$ cat src/rtl/spi_slave_rx.sv
// rtl/spi_slave_rx.sv - SPI receive endpoint: synchronises sclk/cs/mosi and deserialises LSB-first frames
module spi_slave_rx #(
  parameter int DATA_WIDTH  = 12,
  parameter int SYNC_STAGES = 2
) (
  input  logic                  clk,
  input  logic                  rst,
  input  logic                  sclk,
  input  logic                  cs,
  input  logic                  mosi,
  output logic [DATA_WIDTH-1:0] dout,
  output logic                  done,
  output logic                  busy,
  output logic                  frame_err
);

  localparam int CW = $clog2(DATA_WIDTH) + 1;

  typedef enum logic [2:0] {ARM, IDLE, SKIP, SHIFT, WAITCS} state_t;

  state_t                state;
  logic [SYNC_STAGES-1:0] sclk_sync;
  logic [SYNC_STAGES-1:0] cs_sync;
  logic [SYNC_STAGES-1:0] mosi_sync;
  logic                  sclk_q;
  logic                  cs_q;
  logic [SYNC_STAGES:0]  flush;
  logic [CW-1:0]         cnt;
  logic [DATA_WIDTH-1:0] shreg;

  logic                  s_sclk;
  logic                  s_cs;
  logic                  s_mosi;
  logic                  sclk_fall;
  logic                  cs_fall;
  logic                  settled;
  logic [DATA_WIDTH-1:0] shift_next;

  assign s_sclk     = sclk_sync[SYNC_STAGES-1];
  assign s_cs       = cs_sync[SYNC_STAGES-1];
  assign s_mosi     = mosi_sync[SYNC_STAGES-1];
  assign sclk_fall  = sclk_q & ~s_sclk;
  assign cs_fall    = cs_q & ~s_cs;
  assign settled    = flush[SYNC_STAGES];
  assign shift_next = {s_mosi, shreg[DATA_WIDTH-1:1]};

  always_ff @(posedge clk or negedge rst) begin
    if (!rst) begin
      sclk_sync <= '0;
      mosi_sync <= '0;
      cs_sync   <= '1;
      sclk_q    <= 1'b0;
      cs_q      <= 1'b1;
      flush     <= '0;
    end else begin
      sclk_sync <= {sclk_sync[SYNC_STAGES-2:0], sclk};
      mosi_sync <= {mosi_sync[SYNC_STAGES-2:0], mosi};
      cs_sync   <= {cs_sync[SYNC_STAGES-2:0], cs};
      sclk_q    <= s_sclk;
      cs_q      <= s_cs;
      flush     <= {flush[SYNC_STAGES-1:0], 1'b1};
    end
  end

  // ARM waits for the cs chain to flush its reset value so a frame in flight at reset release is ignored
  always_ff @(posedge clk or negedge rst) begin
    if (!rst) begin
      state     <= ARM;
      dout      <= '0;
      done      <= 1'b0;
      busy      <= 1'b0;
      frame_err <= 1'b0;
      cnt       <= '0;
      shreg     <= '0;
    end else begin
      done      <= 1'b0;
      frame_err <= 1'b0;
      case (state)
        ARM: begin
          busy <= 1'b0;
          if (settled && s_cs) state <= IDLE;
        end
        IDLE: begin
          busy <= 1'b0;
          if (cs_fall) begin
            cnt   <= '0;
            shreg <= '0;
            state <= SKIP;
            busy  <= 1'b1;
          end
        end
        SKIP: begin
          if (s_cs) begin
            frame_err <= 1'b1;
            state     <= IDLE;
            busy      <= 1'b0;
          end else if (sclk_fall) begin
            state <= SHIFT;
          end
        end
        SHIFT: begin
          // a final data edge coinciding with cs release still completes the frame
          if (sclk_fall) begin
            shreg <= shift_next;
            cnt   <= cnt + 1'b1;
            if (cnt == CW'(DATA_WIDTH - 1)) begin
              dout  <= shift_next;
              done  <= 1'b1;
              state <= WAITCS;
              busy  <= 1'b0;
            end
          end else if (s_cs) begin
            frame_err <= 1'b1;
            state     <= IDLE;
            busy      <= 1'b0;
          end
        end
        WAITCS: begin
          busy <= 1'b0;
          if (s_cs) state <= IDLE;
        end
        default: begin
          state <= ARM;
          busy  <= 1'b0;
        end
      endcase
    end
  end

endmodule
$ cat config.mk
export PLATFORM = sky130hd
export DESIGN_NAME = spi_slave_rx
export DESIGN_NICKNAME = d
export VERILOG_FILES = /design/src/rtl/spi_slave_rx.sv
export SDC_FILE = /design/constraint.sdc
export NUM_CORES = 1
export LEC_CHECK = 0
export CAP_MARGIN = 20
export CORE_UTILIZATION = 60
export CTS_CLUSTER_DIAMETER = 40
export DETAILED_ROUTE_END_ITERATION = 10
export DONT_BUFFER_PORTS = 1
export HOLD_SLACK_MARGIN = 0.03
export PLACE_DENSITY = 0.76
export SLEW_MARGIN = 20
export SYNTH_ARGS = -nofsm -noshare
export SYNTH_HDL_FRONTEND = slang
export SYNTH_SLANG_ARGS = --single-unit
export TNS_END_PERCENT = 30
$ cat constraint.sdc
create_clock -name clk -period 2.05 [get_ports clk]
set_clock_uncertainty 0.15 [all_clocks]
set_input_delay 0.41 -clock clk [delete_from_list [all_inputs] [get_ports clk]]
set_output_delay 0.41 -clock clk [all_outputs]
set_load 0.02 [all_outputs]
# [Yosys cells after proc, flatten, opt, wreduce, memory -nomap -nowiden]
# Cells that the tools add are included.
[totals] in_bits=5 reg_bits=46 output_inout_bits=15
[op_classes] reduce_logical=6 n_eq_ne=10 n_mux=25 n_addsub=1 bitwise=4
[ops] op="$mux 12" n=2
[ops] op="$pmux 12 s2" n=1
[ops] op="$mux 3" n=7
[ops] op="$pmux 3 s5" n=1
[ops] op="$mux 5" n=2
[ops] op="$pmux 5 s2" n=1
[ops] op="$mux 1" n=9
[ops] op="$eq 3x2->1 const B" n=2
[ops] op="$ne 2x2->1 const B" n=3
[ops] op="$ne 3x3->1 const B" n=2
[ops] op="$reduce_and 3->1" n=2
[ops] op="$add 5x1->5 const B" n=1
[ops] op="$eq 5x4->1 const B" n=1
[ops] op="$reduce_and 4->1" n=1
[ops] op="$eq 3x1->1 const B" n=1
[ops] op="$eq 3x3->1 const B" n=1
[ops] op="$logic_not 3->1" n=1
[ops] op="$pmux 1 s3" n=1
[ops] op="$and 1x1->1" n=2
[ops] op="$not 1->1" n=2
[ops] op="$pmux 1 s2" n=1
[ops] op="$reduce_bool 2->1" n=1
[ops] op="$logic_and 1x1->1" n=1

# [Longest topological paths before layout]
[logic_depth] word_depth=5 depth_mapped=5 depth_no_buf=4

# [Worst setup path after synthesis]
# OpenSTA, ideal clock, no wires.
[synth_timing] kind="reg2reg" from="reg cnt[0]" to="reg dout[0]" stages_incl_launch_ff=6 path_buffers=1 path_slack_ns=0.275 synth_period_minus_slack_ns=1.775 arrival_ns=1.497 cell_sequence="dfrtp_1 > ha_1 > nand4bb_1 > nor3_4 > buf_4 > mux2_1"
[synth_between] elab_chain_cells=2
[synth_lines] element="start: declaration" line_no="28" text="logic [CW-1:0] cnt;"
[synth_lines] element="start signal: assignment" line_no="105" text="cnt <= cnt + 1'b1;"
[synth_lines] element="$eq 5x4->1" line_no="106" text="if (cnt == CW'(DATA_WIDTH - 1)) begin"
[synth_lines] element="$reduce_and 3->1 (no source line)"
[synth_lines] element="end signal: assignment" line_no="107" text="dout <= shift_next;"
[synth_lines] element="end: declaration" line_no="11" text="output logic [DATA_WIDTH-1:0] dout,"
# No other way between the ends.
# A chain may end at the register's enable or synchronous reset.

# [Worst setup path after layout]
[layout_timing] from="reg state[2]" to="reg cnt[0]"
[layout_between] elab_chain_cells=3 word_cells_on_any_way=7 classes_between="eq/ne: 4; mux: 1; reduce/logical: 2"
[layout_lines] element="start: declaration" line_no="21" text="state_t state;"
[layout_lines] element="start signal: assignment" line_no="68" text="state <= ARM;"
[layout_lines] element="start signal: assignment" line_no="81" text="if (settled && s_cs) state <= IDLE;"
[layout_lines] element="start signal: assignment" line_no="88" text="state <= SKIP;"
[layout_lines] element="$eq 3x1->1 or $eq 3x2->1 (tied branches)" line_no="78" text="case (state)"
[layout_lines] element="$ne 2x2->1 (no source line) or $reduce_bool 2->1 (tied branches)"
[layout_lines] element="$reduce_and 3->1 (no source line)"
# Several ways; a longest one is shown, not always the timed one.

==> flow_metrics.py <==
metrics = {
    "routing": {
        "drtIter0Drc": 24,
        "viasPerCell": 6.06,
        "wl_per_cell_um": 16.3,
        "drtPass1Iterations": 4,
        "drc_errors": 0,
        "vias": 946,
        "detail-route-antenna-nets": 0,
        "finalWirelength_um": 2550,
    },
    "global_routing": {
        "antenna_found_initial": 0,
        "grt_use_total": 0.204,
        "gr-total-overflow": 0,
        "grt_pass1_vias": 906,
        "grt_pass1_wl_um": 4020,
        "grt_max_degree": 46,
    },
    "clocking": {
        "cts-resized-gates": 0,
        "cts_tree": "built",
        "clock_latency_ps": 360,
        "htree_levels": 2,
        "cts_buffers": 5,
        "path_clk_slew_ps": 120,
        "post_cts_buffers": 0,
        "cts.path.max_buffers": 2,
        "cts_root_buffer": "clkbuf_4",
        "clock-sinks": 45,
    },
    "sta": {
        "slew_violations": 0,
        "layout_min_cycle_time_ps": 1940,
        "slew_headroom": 0.461,
        "setup_tns_ps": 0,
        "tightest_slew_ps": 805,
        "hold_violations": 0,
        "finalSetupViolCount": 0,
        "fmax_mhz": 516,
        "fin_crit_sh": 0.945,
        "rsz0062_at_grt": "false",
    },
    "logic_synthesis": {
        "yosysSeqAreaShare": 0.666,
        "synthTopCellsByCount": "42 x dfrtp_1, 12 x a22o_1, 12 x mux2_1",
        "synth_compound_area_frac": 0.107,
        "async_flop_share": 1.00,
        "yosysMostFrequentCell": "dfrtp_1",
        "synthAdderAreaFrac": 0.00738,
        "synthSimpleGateAreaFrac": 0.0967,
        "synth_cell_types": 31,
        "synth.area.top_cells": "dfrtp_1 62%, mux2_1 8.0%, a22o_1 6.2%",
        "synth_top_area_frac": 0.620,
        "synth_top_cell_by_area": "dfrtp_1",
        "netlist_area_um2": 1700,
        "synth-edff-count": 0,
        "syn_nets": 123,
        "synthMuxAreaShare": 0.0982,
        "synth_xor_area_frac": 0,
        "synth-seq-cells": 45,
        "netlist_instances": 117,
        "synth.avg_cell_area_um2": 14.5,
        "ys_warn_count": 0,
        "synth_top_family_by_area": "compound AO/OA/AOI/OAI gates",
        "ys.flop_type": "dfrtp_1",
    },
    "finish": {
        "seq_area_um2": 1130,
        "final_core_util": 0.717,
        "final_area_um2": 1840,
        "fill_cells": 178,
        "antennaDiodeCount": 0,
        "fin_nets": 131,
        "area_growth_pct": 8.63,
        "layout-drive-gt1-share": 0.111,
        "multi_input_area_um2": 528,
    },
    "floorplan": {
        "die_h_um": 55.2,
        "io_pins": 20,
        "fp.dieW_um": 55.2,
        "core-area_um2": 2570,
        "dieArea_um2": 3040,
        "start_util": 0.660,
        "rows": 18,
    },
    "power": {
        "peakVddDrop_mv": 0.750,
        "powerDensity_nw_per_um2": 889,
        "power_leakage_nw": 0.894,
    },
    "placed_design": {
        "place_area_um2": 1720,
        "dp_hpwl_um": 1660,
        "place_congestion": 0.966,
        "portBuffers": 0,
    },
    "run_status": {
        "status": "complete, no violations",
    },
    "critical_path": {
        "cp.arrival_ps": 2080,
        "cp_cell_sequence": "nand2b_1 -> nor2_1 -> mux2_2",
        "cp_slowest_cell": "nor2_1",
        "start_kind": "flip-flop",
        "path_class": "flip-flop to flip-flop",
        "crit_fanout": 13,
        "critPathMaxStageDelay_ps": 690,
        "cp_data_required_time_ps": 2190,
        "endpoint_kind": "flip-flop",
    },
    "worst_hold_path": {
        "hp-class": "flip-flop to flip-flop",
    },
    "flow_run": {
        "cap_viol_max_count": 0,
    },
}
-- cell type report --
cell class | instances | area share
Inverter | 1 | 0.00204
Multi-Input combinational cell | 66 | 0.287
Clock inverter | 1 | 0.00408
Clock buffer | 7 | 0.0299
Timing Repair Buffer | 6 | 0.0435
Sequential cell | 45 | 0.613
Tap cell | 30 | 0.0204
-- flip-flops by register name, summed over array words and instances (netlist names) --
name,flops
sclk_sync,2
mosi_sync,2
busy,1
dout,12
shreg,11
frame_err,1
state,3
cnt,5
done,1
cs_sync,2
cs_q,1
sclk_q,1
flush,3
-- timing repair --
action,CTS,global route
hold buffers,5,0
endpoints found under the setup margin,0,0
endpoints found under the hold margin,48,0
-- metal layers --
layer  vias up  share of wire  routed length [um]  GRT usage
met3         9          0.054                 137     0.0628
met4         0          0.032                  82      0.150
met5         -              0                   0          0
met2        33           0.43                1100      0.279
li1        441              -                   -          -
met1       463           0.48                1220      0.274
-- cells by family (layout without fill, tap and decap cells) --
group	count (synthesis)	in the layout
compound gates	25	25
fa+ha+maj	1	1
buf+inv	6	15
flops	45	45
mux	15	15
other cells	1	1
simple gates	24	24
-- cells in the final DEF (no fill, tap or decap), drive strengths merged, types with 2 or more instances in the layout --
| master | n |
|---|---|
| mux2 | 13 |
| nand2b | 4 |
| nand4 | 2 |
| dfrtp | 42 |
| a21oi | 3 |
| dfstp | 3 |
| nor2b | 2 |
| o22ai | 3 |
| clkbuf | 7 |
| nand4bb | 2 |
| nand2 | 2 |
| a22o | 12 |
| dlygate4sd3 | 4 |
| nand3b | 2 |
| or3 | 2 |
| mux2i | 2 |
| buf | 2 |
| nor2 | 3 |
| o21ai | 5 |
-- power breakdown --
group | switching (W) | total, W | internal [W] | leakage [nW]
Combinational | 0.000109 | 0.000187 | 0.0000776 | 0.267
Clock | 0.000267 | 0.000435 | 0.000168 | 0.0315
Sequential | 0.0000687 | 0.00102 | 0.000947 | 0.596
-- final timing paths --
kind | start | endpoint | slack (ps) | cells after the start
setup / recovery | state[2] | cnt[0] | 110 | 3
max in group asynchronous | rst | cs_sync[0] | 1130 | 2
hold reg to reg | flush[0] | flush[1] | 210 | 0
hold / removal | flush[0] | flush[1] | 210 | 0
setup reg to reg | state[2] | cnt[0] | 110 | 3
min in group asynchronous | rst | dout[0] | 350 | 2
-- through the flow --
step / power [W] / hold WS, ps / instances / worst slack [ps]
6_report: 0.00164 / 210 / 156 / 113
5_1_grt: 0.00172 / 218 / 156 / 53.0
4_1_cts: 0.00165 / 213 / 156 / 141
3_5_place_dp: 0.00119 / -34.8 / 143 / 161
3_3_place_gp: 0.00118 / -34.7 / 143 / 214
2_1_floorplan: 0.00117 / -35.6 / 117 / 275
-- worst max-delay path, delay by kind of cell (launching register included) --
family | cells | cell delay (ps)
multiplexers | 1 | 280
flip-flops | 1 | 460
AND/OR/NAND/NOR | 2 | 990
(Power assumes the default switching activity.)
